===== config.mk =====
export PLATFORM = sky130hd
export DESIGN_NAME = ysyx_22050058_ctrl
export DESIGN_NICKNAME = d
export VERILOG_FILES = /design/src/rtl/ysyx_22050058_ctrl.sv
export SDC_FILE = /design/constraint.sdc
export NUM_CORES = 1
export LEC_CHECK = 0
export BUFFER_PORTS_ARGS = -buffer_cell sky130_fd_sc_hd__buf_2
export CAP_MARGIN = 20
export CORE_MARGIN = 2
export CORE_UTILIZATION = 50
export CTS_BUF_LIST = sky130_fd_sc_hd__clkbuf_8
export DETAILED_ROUTE_END_ITERATION = 12
export GPL_TIMING_DRIVEN = 0
export PLACE_DENSITY = 0.86
export SLEW_MARGIN = 0
export SYNTH_ARGS = -nofsm -noshare
export SYNTH_HDL_FRONTEND = slang
export SYNTH_SLANG_ARGS = --single-unit

===== constraint.sdc =====
create_clock -name clk -period 4.05 [get_ports clk]
set_input_delay 0.405 -clock clk [delete_from_list [all_inputs] [get_ports clk]]
set_output_delay 0.405 -clock clk [all_outputs]
set_load 0.01 [all_outputs]

===== src/rtl/ysyx_22050058_ctrl.sv =====
// Central pipeline controller: stall/flush vectors, fetch redirect, halt latch
// and a saturating stall-cycle counter for the 5-stage core.
module ysyx_22050058_ctrl #(
  parameter int ADDR_W = 64,
  parameter int CNT_W  = 32
) (
  input  logic              clk,
  input  logic              rst,
  input  logic              stallreq_if_i,
  input  logic              stallreq_id_i,
  input  logic              stallreq_ex_i,
  input  logic              stallreq_mem_i,
  input  logic              redirect_ex_i,
  input  logic [ADDR_W-1:0] redirect_ex_pc_i,
  input  logic              trap_mem_i,
  input  logic [ADDR_W-1:0] trap_mem_pc_i,
  input  logic              halt_i,
  output logic [5:0]        stall_o,
  output logic [5:0]        flush_o,
  output logic              redirect_o,
  output logic [ADDR_W-1:0] redirect_pc_o,
  output logic              halted_o,
  output logic [CNT_W-1:0]  stall_cycles_o
);

  typedef enum logic [1:0] {
    ST_RUN  = 2'd0,
    ST_PEND = 2'd1,
    ST_HALT = 2'd2
  } state_t;

  state_t            state;
  state_t            state_nxt;
  logic [ADDR_W-1:0] pend_pc;
  logic [ADDR_W-1:0] pend_pc_nxt;
  logic [CNT_W-1:0]  cnt;

  logic              take_trap;
  logic              take_br;
  logic              take_evt;
  logic [ADDR_W-1:0] evt_pc;
  logic [5:0]        stall_base;

  // Deepest requesting stage freezes itself and everything upstream of it.
  function automatic logic [5:0] prio_stall(input logic mem, input logic ex,
                                            input logic id, input logic ifs);
    if (mem)      return 6'b011111;
    else if (ex)  return 6'b001111;
    else if (id)  return 6'b000111;
    else if (ifs) return 6'b000011;
    else          return 6'b000000;
  endfunction

  // Counter increment that sticks at all-ones instead of wrapping.
  function automatic logic [CNT_W-1:0] sat_inc(input logic [CNT_W-1:0] v);
    if (&v) return v;
    else    return v + {{(CNT_W-1){1'b0}}, 1'b1};
  endfunction

  // Event arbitration: halt beats trap beats branch; a branch waits while MEM holds EX.
  always_comb begin
    take_trap  = trap_mem_i & ~halt_i;
    take_br    = redirect_ex_i & ~stallreq_mem_i & ~trap_mem_i & ~halt_i;
    take_evt   = take_trap | take_br;
    evt_pc     = trap_mem_i ? trap_mem_pc_i : redirect_ex_pc_i;
    stall_base = prio_stall(stallreq_mem_i, stallreq_ex_i, stallreq_id_i, stallreq_if_i);
  end

  // State, pending target and stall counter registers.
  always_ff @(posedge clk) begin
    if (rst) begin
      state <= ST_RUN;
      cnt   <= '0;
    end else begin
      state <= state_nxt;
      if (stall_o[0] && (state != ST_HALT)) cnt <= sat_inc(cnt);
    end
    pend_pc <= pend_pc_nxt;
  end

  // Next state: park a redirect while a fetch is in flight, release it once fetch idles.
  always_comb begin
    state_nxt   = state;
    pend_pc_nxt = pend_pc;
    case (state)
      ST_HALT: state_nxt = ST_HALT;
      default: begin
        if (halt_i) begin
          state_nxt = ST_HALT;
        end else if (take_evt) begin
          if (stallreq_if_i) begin
            state_nxt   = ST_PEND;
            pend_pc_nxt = evt_pc;
          end else begin
            state_nxt = ST_RUN;
          end
        end else if ((state == ST_PEND) && !stallreq_if_i) begin
          state_nxt = ST_RUN;
        end
      end
    endcase
  end

  // Outputs: all same-cycle from state, pending target and current requests.
  always_comb begin
    stall_o        = 6'b000000;
    flush_o        = 6'b000000;
    redirect_o     = 1'b0;
    redirect_pc_o  = '0;
    halted_o       = 1'b0;
    stall_cycles_o = '0;
    if (!rst) begin
      stall_cycles_o = cnt;
      if (state == ST_HALT) begin
        stall_o  = 6'b111111;
        halted_o = 1'b1;
      end else if (halt_i) begin
        stall_o = 6'b111111;
      end else begin
        stall_o = stall_base;
        if (take_trap) begin
          stall_o = 6'b000000;
          flush_o = 6'b011110;
        end else if (take_br) begin
          // IF and ID are bubbled, so they must be allowed to load.
          stall_o = stall_base & 6'b111001;
          flush_o = 6'b000110;
        end
        // Drop whatever the in-flight fetch returns while a redirect waits.
        if (state == ST_PEND) flush_o[1] = 1'b1;
        if (take_evt) begin
          if (!stallreq_if_i) begin
            redirect_o    = 1'b1;
            redirect_pc_o = evt_pc;
          end
        end else if ((state == ST_PEND) && !stallreq_if_i) begin
          redirect_o    = 1'b1;
          redirect_pc_o = pend_pc;
        end
      end
    end
  end

endmodule


==> results of run 1 <==
==> cells by family (layout without fill, tap and decap cells) <==
| kind of cell | Yosys count | count (layout) | synth area share (%) |
|---|---|---|---|
| DFF | 98 | 98 | 45.75 |
| and+or+nand+nor | 224 | 224 | 20.99 |
| other | 1 | 5 | 0.06593 |
| adders and majority gates | 1 | 1 | 0.2199 |
| AOI/OAI and AO/OA | 105 | 105 | 13.02 |
| muxes | 81 | 81 | 16.04 |
| xor gates and xnor gates | 1 | 1 | 0.1540 |
| buffers and inverters | 47 | 307 | 3.761 |
==> how the worst min path moves through the flow <==
stage | start | end | slack (ns) | cells after the start
after floorplan | cnt[31] | cnt[31] | 0.46 | 2
after global placement | cnt[27] | cnt[27] | 0.48 | 2
after detailed placement | cnt[27] | cnt[27] | 0.49 | 2
after CTS | trap_mem_pc_i[63] | pend_pc[63] | 0.34 | 2
after global routing | redirect_ex_pc_i[51] | pend_pc[51] | 0.34 | 2
final | trap_mem_pc_i[40] | pend_pc[40] | 0.36 | 2
==> per-stage QoR <==
stage / utilization [%] / setup TNS, ns / worst slack, ns / hold WS [ns]
2_1_floorplan: - / 0 / 0.9953 / 0.4558
3_3_place_gp: 64.49 / -9.075 / -0.1487 / 0.4759
3_5_place_dp: 64.68 / 0 / 1.097 / 0.4874
4_1_cts: 66.50 / 0 / 0.9347 / 0.3427
5_1_grt: 66.56 / 0 / 0.7090 / 0.3426
6_report: 66.56 / 0 / 0.9811 / 0.3550
==> critical path, stage by stage (launching register included) <==
cell     delay (ns)
dfxtp_1        0.35
nor2b_1        0.15
nor2_1         0.38
nand2_1        0.30
buf_1          0.36
buf_1          0.30
nor2_1         0.21
buf_4          0.13
buf_2          0.11
==> power by group through the flow <==
stage                     Sequential, W  Combinational, W  Clock (W)
after floorplan                 0.00113          0.000169          0
final                           0.00111          0.000300   0.000635
after global routing            0.00111          0.000329   0.000701
after global placement          0.00113          0.000289          0
after CTS                       0.00111          0.000299   0.000655
after detailed placement        0.00113          0.000298          0
==> state kept, by name (all words and copies together), names as in the netlist <==
signal and flops:
state 2, pend_pc 64, cnt 32
==> Yosys cell counts, drive strengths merged (2+ instances only) <==
library cell  instances
a21oi                19
buf                  17
nor4                  3
or3                   3
nor3                 17
mux2                 81
and4                  4
clkbuf               25
and2                  2
nand3                15
o21ai                 7
nor2                 95
nor4b                 2
inv                   5
and3                  7
edfxtp               64
nor2b                33
or4                  10
a22oi                64
nand4                 4
dfxtp                34
a21o                  2
nand2b                3
o31ai                10
nand2                22
==> metal layers <==
metal,vias up,global-route usage [%]
li1,2584,-
met1,2487,31.12
met2,254,44.50
met3,35,4.647
met4,0,9.417
met5,-,0
==> layout make-up <==
type / instances / area, um^2
Fill cell: 896 / 3672
Multi-Input combinational cell: 414 / 2877
Sequential cell: 98 / 2603
Timing Repair Buffer: 244 / 1236
Buffer: 42 / 195.2
Tap cell: 140 / 175.2
Clock buffer: 9 / 123.9
Clock inverter: 7 / 75.07
Inverter: 5 / 18.77
Antenna cell: 3 / 7.507
==> impl_metrics.csv, run 1 <==
group,metric,value,unit
pwr,seqPwrFrac,54.2,%
timing,worst_pin_slew,0.8151,ns
layout,syn2layout_area_growth,28.53,%
logic_synthesis,synth_cell_types,50,
detailed_routing,met2_length,8073,um
floorplanning,fp.coreArea,10980,um^2
logic_synthesis,synthesis.area,5688,um^2
detailed_routing,drt-initial-drc-count,376,
worst_setup_path,cp.required,3.64,ns
grt,grt_pass1_wl,25350,um
timing,rsz0062_at_grt,"false",
detailed_routing,postRouteAntennaNets,0,
layout,final_area,7311,um^2
layout,drive_gt1_share,43.35,%
worst_setup_path,rrSetupSlack,1.87,ns
detailed_routing,first_pass_iters,5,
place,placed_cell_area,7104,um^2
grt,grt_overflow,0,
worst_setup_path,worstPathArrival,2.66,ns
clock_network,postCtsSetupBuffers,0,
timing,fin_crit,3.069,ns
grt,grt.total_usage,25.36,%
pwr,ir_drop,0.2090,mV
detailed_routing,wl_met1,6412,um
worst_setup_path,r2r_start,"state[1]",
timing,finalSetupViolations,0,
layout,layout.cells.most_common,"buf_2",
clock_network,clk_pin_slew,0.10,ns
pwr,p_total,0.002042,W
pwr,leakagePower,3.058,nW
floorplanning,die_w,110.7,um
clock_network,cts-root-buf,"clkbuf_8",
timing,finalCritPeriodShare,75.78,%
timing,max-slew-margin-rel,45.46,%
pwr,intPower,0.001526,W
detailed_routing,via_per_inst,5.572,
pwr,power.density,279.4,nW/um^2
pwr,switchingPower,0.0005166,W
clock_network,cts_num_sinks,98,
detailed_routing,routed.top_layer,"met4",
floorplanning,initial_utilization,51.79,%
logic_synthesis,yosys.area.top_type,"edfxtp_1",
place,numPortBuffers,243,
outcome,status,"completed",
floorplanning,dieArea,12240,um^2
detailed_routing,wl,16110,um
logic_synthesis,ys_seq_area_share,45.75,%
worst_setup_path,critPathLaunchType,"register",
timing,final_max_slew_viol_count,0,
place,routabilityCongestion,0.8484,
worst_setup_path,reg2regPathDepth,4,
logic_synthesis,synth_warnings,0,
logic_synthesis,syn_inst,558,
timing,hold_violations,0,
timing,max_freq,325.8,MHz
layout,layout_common_cells,"249 x buf_2, 95 x nor2_1, 65 x mux2_2",
detailed_routing,drcViolationCount,0,
timing,fin_worst_skew,0.01632,ns
pwr,swShare,25.29,%
worst_setup_path,endpoint_kind,"output pin",
logic_synthesis,synth-seq-cells,98,
hold_path,hold_class,"input port to register",
grt,antenna_found_initial,3,
worst_setup_path,critPathLaunch,"state[1]",
clock_network,post_cts_resized,0,
worst_setup_path,crit_end,"flush_o[4]",
detailed_routing,wl_met3,1196,um
detailed_routing,vias,5360,
clock_network,cts_tree,"done",
clock_network,cts_hold_buf,0,
worst_setup_path,rr_endpoint,"pend_pc[6]",
logic_synthesis,synth_top_area_share,33.79,%
detailed_routing,wl_per_cell,16.74,um
logic_synthesis,synth_edf_count,64,
layout,final_nets,952,
pwr,p_clk_share,31.1,%
pwr,combPwrFrac,14.7,%
clock_network,clkLatencyLatePin,0.37,ns
clock_network,clock_path_buffers,2,
floorplanning,io_pins,247,
logic_synthesis,syn_avg_cell_area,10.19,um^2
place,place_hpwl,12230,um
clock_network,ctsHtreeMaxLevel,3,
floorplanning,rows,38,
place,placedCellCount,943,
logic_synthesis,ys.flop_type,"edfxtp_1",
grt,grt_pass1_vias,5109,
clock_network,cts_buffers,9,
worst_setup_path,critical_path_class,"register to output pin",
floorplanning,die_h,110.7,um
grt,grt_max_degree,43,
run,maxCapViolCount,0,
layout,stdcell_count,962,
logic_synthesis,synth-async-reset-ratio,0,%
logic_synthesis,synth.area.top_cells,"edfxtp_1 34%, mux2_2 13%, dfxtp_1 12%, a22oi_1 8.4%, nor2_1 6.3%",
worst_setup_path,crit_fanout,10,
Power figures use the tool's default switching activity.
==> inputs of run 2 (changes only) <==
clock period = 3.2 ns   (was 4.05 ns; I/O delays follow)
==> impl_metrics.csv, run 2 (synthesized netlist as in run 1, its figures left out) <==
group,metric,value,unit
layout,regMostFlops,"pend_pc",
worst_setup_path,critical_path_class,"input port to output pin",
layout,layout_common_cells,"249 x buf_2, 94 x nor2_1, 65 x mux2_2",
hold_path,min_to,"pend_pc[40]",
layout,stdcell_count,961,
clock_network,cts-root-buf,"clkbuf_8",
layout,drive_gt1_share,43.52,%
grt,grt_pass1_wl,25350,um
pwr,leakagePower,3.057,nW
clock_network,clkLatencyLatePin,0.37,ns
hold_path,holdPathStages,2,
pwr,ir_drop,0.2636,mV
detailed_routing,postRouteAntennaNets,0,
place,place_hpwl,12230,um
clock_network,cts_tree,"done",
grt,busiest_layer,"met2",
layout,largest_reg_flops,64,
timing,hold_violations,0,
layout,final_area,7310,um^2
worst_setup_path,cp.required,2.88,ns
grt,grt_overflow,0,
worst_setup_path,crit_fanout,10,
outcome,status,"completed",
timing,finalCritPeriodShare,87.20,%
worst_setup_path,rrSetupSlack,1.04,ns
run,maxCapViolCount,0,
floorplanning,dieArea,12240,um^2
timing,finalSetupViolations,0,
hold_path,hp-start,"trap_mem_pc_i[40]",
place,placed_cell_area,7104,um^2
detailed_routing,wl_per_cell,16.73,um
clock_network,ctsHtreeMaxLevel,3,
clock_network,cts_buffers,9,
layout,layout.cells.most_common,"buf_2",
place,placedCellCount,943,
clock_network,cts_num_sinks,98,
worst_setup_path,worstPathArrival,2.47,ns
detailed_routing,via_per_inst,5.546,
timing,max_freq,358.4,MHz
detailed_routing,vias,5330,
clock_network,postCtsSetupBuffers,0,
detailed_routing,first_pass_iters,4,
clock_network,cts_hold_buf,0,
floorplanning,die_h,110.7,um
layout,largestRegisters,"pend_pc (64), cnt (32), state (2)",
worst_setup_path,critPathLaunchType,"input port",
grt,grt_pass1_vias,5109,
grt,grt_use_met3,4.647,%
floorplanning,io_pins,247,
worst_setup_path,r2r_start,"cnt[0]",
floorplanning,rows,38,
clock_network,clock_path_buffers,2,
timing,rsz0062_at_grt,"false",
timing,max-slew-margin-rel,43.27,%
place,numPortBuffers,243,
detailed_routing,drcViolationCount,0,
grt,antenna_found_initial,3,
place,routabilityCongestion,0.8484,
worst_setup_path,rr_endpoint,"cnt[16]",
detailed_routing,drt-initial-drc-count,346,
pwr,power.density,353.6,nW/um^2
worst_setup_path,endpoint_kind,"output pin",
grt,use_met1,31.12,%
timing,fin_crit,2.791,ns
grt,grt_max_degree,43,
layout,syn2layout_area_growth,28.51,%
grt,met2_usage,44.50,%
worst_setup_path,reg2regPathDepth,8,
grt,grt.total_usage,25.36,%
layout,fillerInstances,895,
pwr,p_total,0.002584,W
floorplanning,initial_utilization,51.79,%
timing,fin_worst_skew,0.01606,ns
hold_path,hold_class,"input port to register",
layout,final_nets,951,
clock_network,clk_pin_slew,0.10,ns
layout,final_util,66.55,%
timing,final_max_slew_viol_count,0,
floorplanning,die_w,110.7,um
detailed_routing,wl,16080,um
timing,worst_pin_slew,0.8478,ns
floorplanning,fp.coreArea,10980,um^2
==> run 2: layer usage <==
metal / part of all wire [%] / wire [um] / up-vias
li1: - / - / 2578
met1: 40 / 6463 / 2468
met2: 50 / 8036 / 251
met3: 7.3 / 1172 / 33
met4: 2.5 / 408 / 0
met5: 0 / 0 / -
==> run 2: worst max-delay path, cell delays in order <==
cell	delay, ns
buf_2	0.13
nor2b_1	0.25
o21bai_1	0.23
nor2_1	0.70
clkbuf_1	0.44
a22oi_1	0.14
nor2_1	0.12
buf_2	0.15
==> run 2: timing repair <==
item,4_1_cts,5_1_grt
hold endpoints to repair,0,0
setup endpoints to repair,0,1
gates resized for setup,0,1
==> run 2: area by class of cell <==
class                   instances  area, um^2  share of cell area, %
clock buffers                   9       123.9                  1.695
diodes                          3       7.507                 0.1027
flip-flops and latches         98        2603                  35.60
inverters                       5       18.77                 0.2568
multi-input cells             414        2879                  39.39
well taps                     140       175.2                  2.396
clock inverters                 7       75.07                  1.027
repair buffers                244        1236                  16.91
plain buffers                  41       191.4                  2.619
==> run 2: report_power, final <==
group | total [W] | switching, W | internal, W | leakage [nW]
Combinational | 0.000379 | 0.000202 | 0.000177 | 2.10
Sequential | 0.00140 | 0.0000129 | 0.00139 | 0.860
Clock | 0.000804 | 0.000438 | 0.000365 | 0.0939
==> run 2: how the worst max path moves through the flow <==
stage,endpoint,startpoint,depth (start not counted)
6_report,redirect_pc_o[39],stallreq_mem_i,8
5_1_grt,redirect_pc_o[39],stallreq_mem_i,8
4_1_cts,flush_o[4],state[1],8
3_5_place_dp,redirect_pc_o[49],stallreq_mem_i,8
3_3_place_gp,pend_pc[5],trap_mem_i,5
2_1_floorplan,pend_pc[0],trap_mem_i,4
==> run 2: metrics by stage <==
step                      TNS (ns)  hold slack, ns  setup slack, ns
after global placement      -58.03          0.4759          -0.9137
after detailed placement         0          0.4874           0.4166
final                            0          0.2715           0.4095
after global routing             0          0.2576           0.1699
after CTS                        0          0.2577           0.1697
after floorplan                  0          0.4558           0.2303
==> inputs of run 3 (changes only) <==
CORE_MARGIN = unset   (was 2)
==> impl_metrics.csv, run 3 (synthesized netlist as in run 1, its figures left out) <==
group,metric,value,unit
pwr,leakagePower,3.077,nW
detailed_routing,drt-initial-drc-count,372,
hold_path,min_to,"pend_pc[14]",
floorplanning,rows,38,
layout,layout.area.seq,2603,um^2
hold_path,hp-start,"trap_mem_pc_i[14]",
grt,grt_overflow,0,
detailed_routing,drcViolationCount,0,
timing,worst_pin_slew,0.7846,ns
timing,hold_violations,0,
clock_network,cts_tree,"done",
layout,regMostFlops,"pend_pc",
clock_network,clock_path_buffers,2,
detailed_routing,postRouteAntennaNets,0,
layout,syn2layout_area_growth,28.90,%
layout,final_util,66.76,%
pwr,power.density,365.8,nW/um^2
place,numPortBuffers,243,
clock_network,ctsHtreeMaxLevel,3,
layout,drive_gt1_share,43.35,%
detailed_routing,wl_per_cell,16.68,um
timing,max-slew-margin-rel,47.41,%
run,maxCapViolCount,0,
layout,layout.cells.most_common,"buf_2",
timing,fin_crit,2.851,ns
floorplanning,fp.coreArea,10980,um^2
detailed_routing,via_per_inst,5.530,
floorplanning,dieArea,11810,um^2
worst_setup_path,crit_family,"buffers and inverters",
grt,grt_pass1_vias,4716,
layout,largest_reg_flops,64,
worst_setup_path,reg2regPathDepth,7,
worst_setup_path,slowest_delay,0.46,ns
floorplanning,initial_utilization,51.79,%
floorplanning,io_pins,247,
layout,final_nets,952,
worst_setup_path,critical_path_class,"register to output pin",
timing,finalCritPeriodShare,89.11,%
worst_setup_path,crit_chain,"nor2b_1 > nor2_1 > nand2_1 > buf_1 > buf_1 > nor2_1 > buf_4 > buf_2",
worst_setup_path,r2r_start,"cnt[0]",
timing,setup_tns,0,ns
clock_network,cts_buffers,9,
clock_network,cts_num_sinks,98,
clock_network,postCtsSetupBuffers,0,
worst_setup_path,rr_endpoint,"cnt[20]",
hold_path,holdPathStages,2,
clock_network,cts_hold_buf,0,
detailed_routing,vias,5314,
timing,final_max_slew_viol_count,0,
worst_setup_path,cp.required,2.88,ns
worst_setup_path,critPathLaunch,"state[1]",
worst_setup_path,cp_slowest_cell,"buf_1",
pwr,ir_drop,0.2898,mV
clock_network,clkLatencyLatePin,0.36,ns
grt,grt_max_degree,45,
worst_setup_path,crit_fanout,10,
floorplanning,die_w,108.7,um
clock_network,clk_pin_slew,0.11,ns
outcome,status,"completed",
worst_setup_path,endpoint_kind,"output pin",
hold_path,hold_class,"input port to register",
worst_setup_path,critPathLaunchType,"register",
layout,largestRegisters,"pend_pc (64), cnt (32), state (2)",
detailed_routing,first_pass_iters,5,
grt,grt_pass1_wl,24030,um
clock_network,cts-root-buf,"clkbuf_8",
grt,antenna_found_initial,2,
layout,multi_input_area,2877,um^2
clock_network,post_cts_resized,0,
timing,rsz0062_at_grt,"false",
timing,finalSetupViolations,0,
grt,grt.total_usage,26.42,%
worst_setup_path,worstPathArrival,2.53,ns
detailed_routing,wl,16030,um
timing,fin_worst_skew,0.01165,ns
floorplanning,die_h,108.7,um
place,place_hpwl,12340,um
worst_setup_path,rrSetupSlack,1.01,ns
layout,fillerInstances,886,
worst_setup_path,cp.buffers_inverters,4,
timing,max_freq,350.7,MHz
place,routabilityCongestion,0.8712,
layout,layout_common_cells,"249 x buf_2, 95 x nor2_1, 65 x mux2_2",
==> run 3: area by class of cell <==
class	instances	share of cell area [%]
clock buffers	9	1.689
plain buffers	42	2.662
flip-flops and latches	98	35.49
clock inverters	7	1.348
inverters	5	0.2560
well taps	140	2.389
diodes	2	0.06826
multi-input cells	414	39.23
repair buffers	244	16.86
==> run 3: worst max-delay path by stage <==
stage	endpoint	slack [ns]	cells after the start
3_5_place_dp	redirect_pc_o[38]	0.48	8
2_1_floorplan	pend_pc[0]	0.23	4
3_3_place_gp	pend_pc[24]	-0.88	5
6_report	flush_o[4]	0.35	8
5_1_grt	flush_o[4]	0.17	8
4_1_cts	flush_o[4]	0.32	8
==> run 3: per-layer routing <==
layer	vias to the layer above	global-route usage [%]	part of all wire, %
li1	2586	-	-
met1	2524	32.51	40
met2	193	48.60	54
met3	11	3.048	5.6
met4	0	7.239	0.82
met5	-	0	0
==> run 3: worst reg2reg max path, stage by stage (launching register included) <==
cell and delay, ns:
dfxtp_1 0.42, ha_1 0.25, and4_1 0.21, buf_4 0.18, nand3_1 0.11, nor3_2 0.46, nor3b_1 0.15, mux2_1 0.33
==> run 3: report_power, final <==
part	switching, W	internal [W]	leakage, nW	total [W]
clock network	0.000454	0.000448	0.112	0.000902
logic	0.000201	0.000177	2.10	0.000378
registers	0.0000127	0.00139	0.860	0.00140
==> run 3: stage by stage <==
stage / power [W] / instances / setup WS (ns) / instance area [um^2] / hold slack (ns)
after detailed placement: 0.001808 / 943 / 0.4839 / 7104 / 0.4874
final: 0.002682 / 961 / 0.3485 / 7332 / 0.2738
after global placement: 0.001797 / 942 / -0.8777 / 7083 / 0.4760
after global routing: 0.002784 / 961 / 0.1727 / 7332 / 0.2646
after CTS: 0.002699 / 959 / 0.3231 / 7327 / 0.2613
after floorplan: 0.001643 / 559 / 0.2303 / 5692 / 0.4558
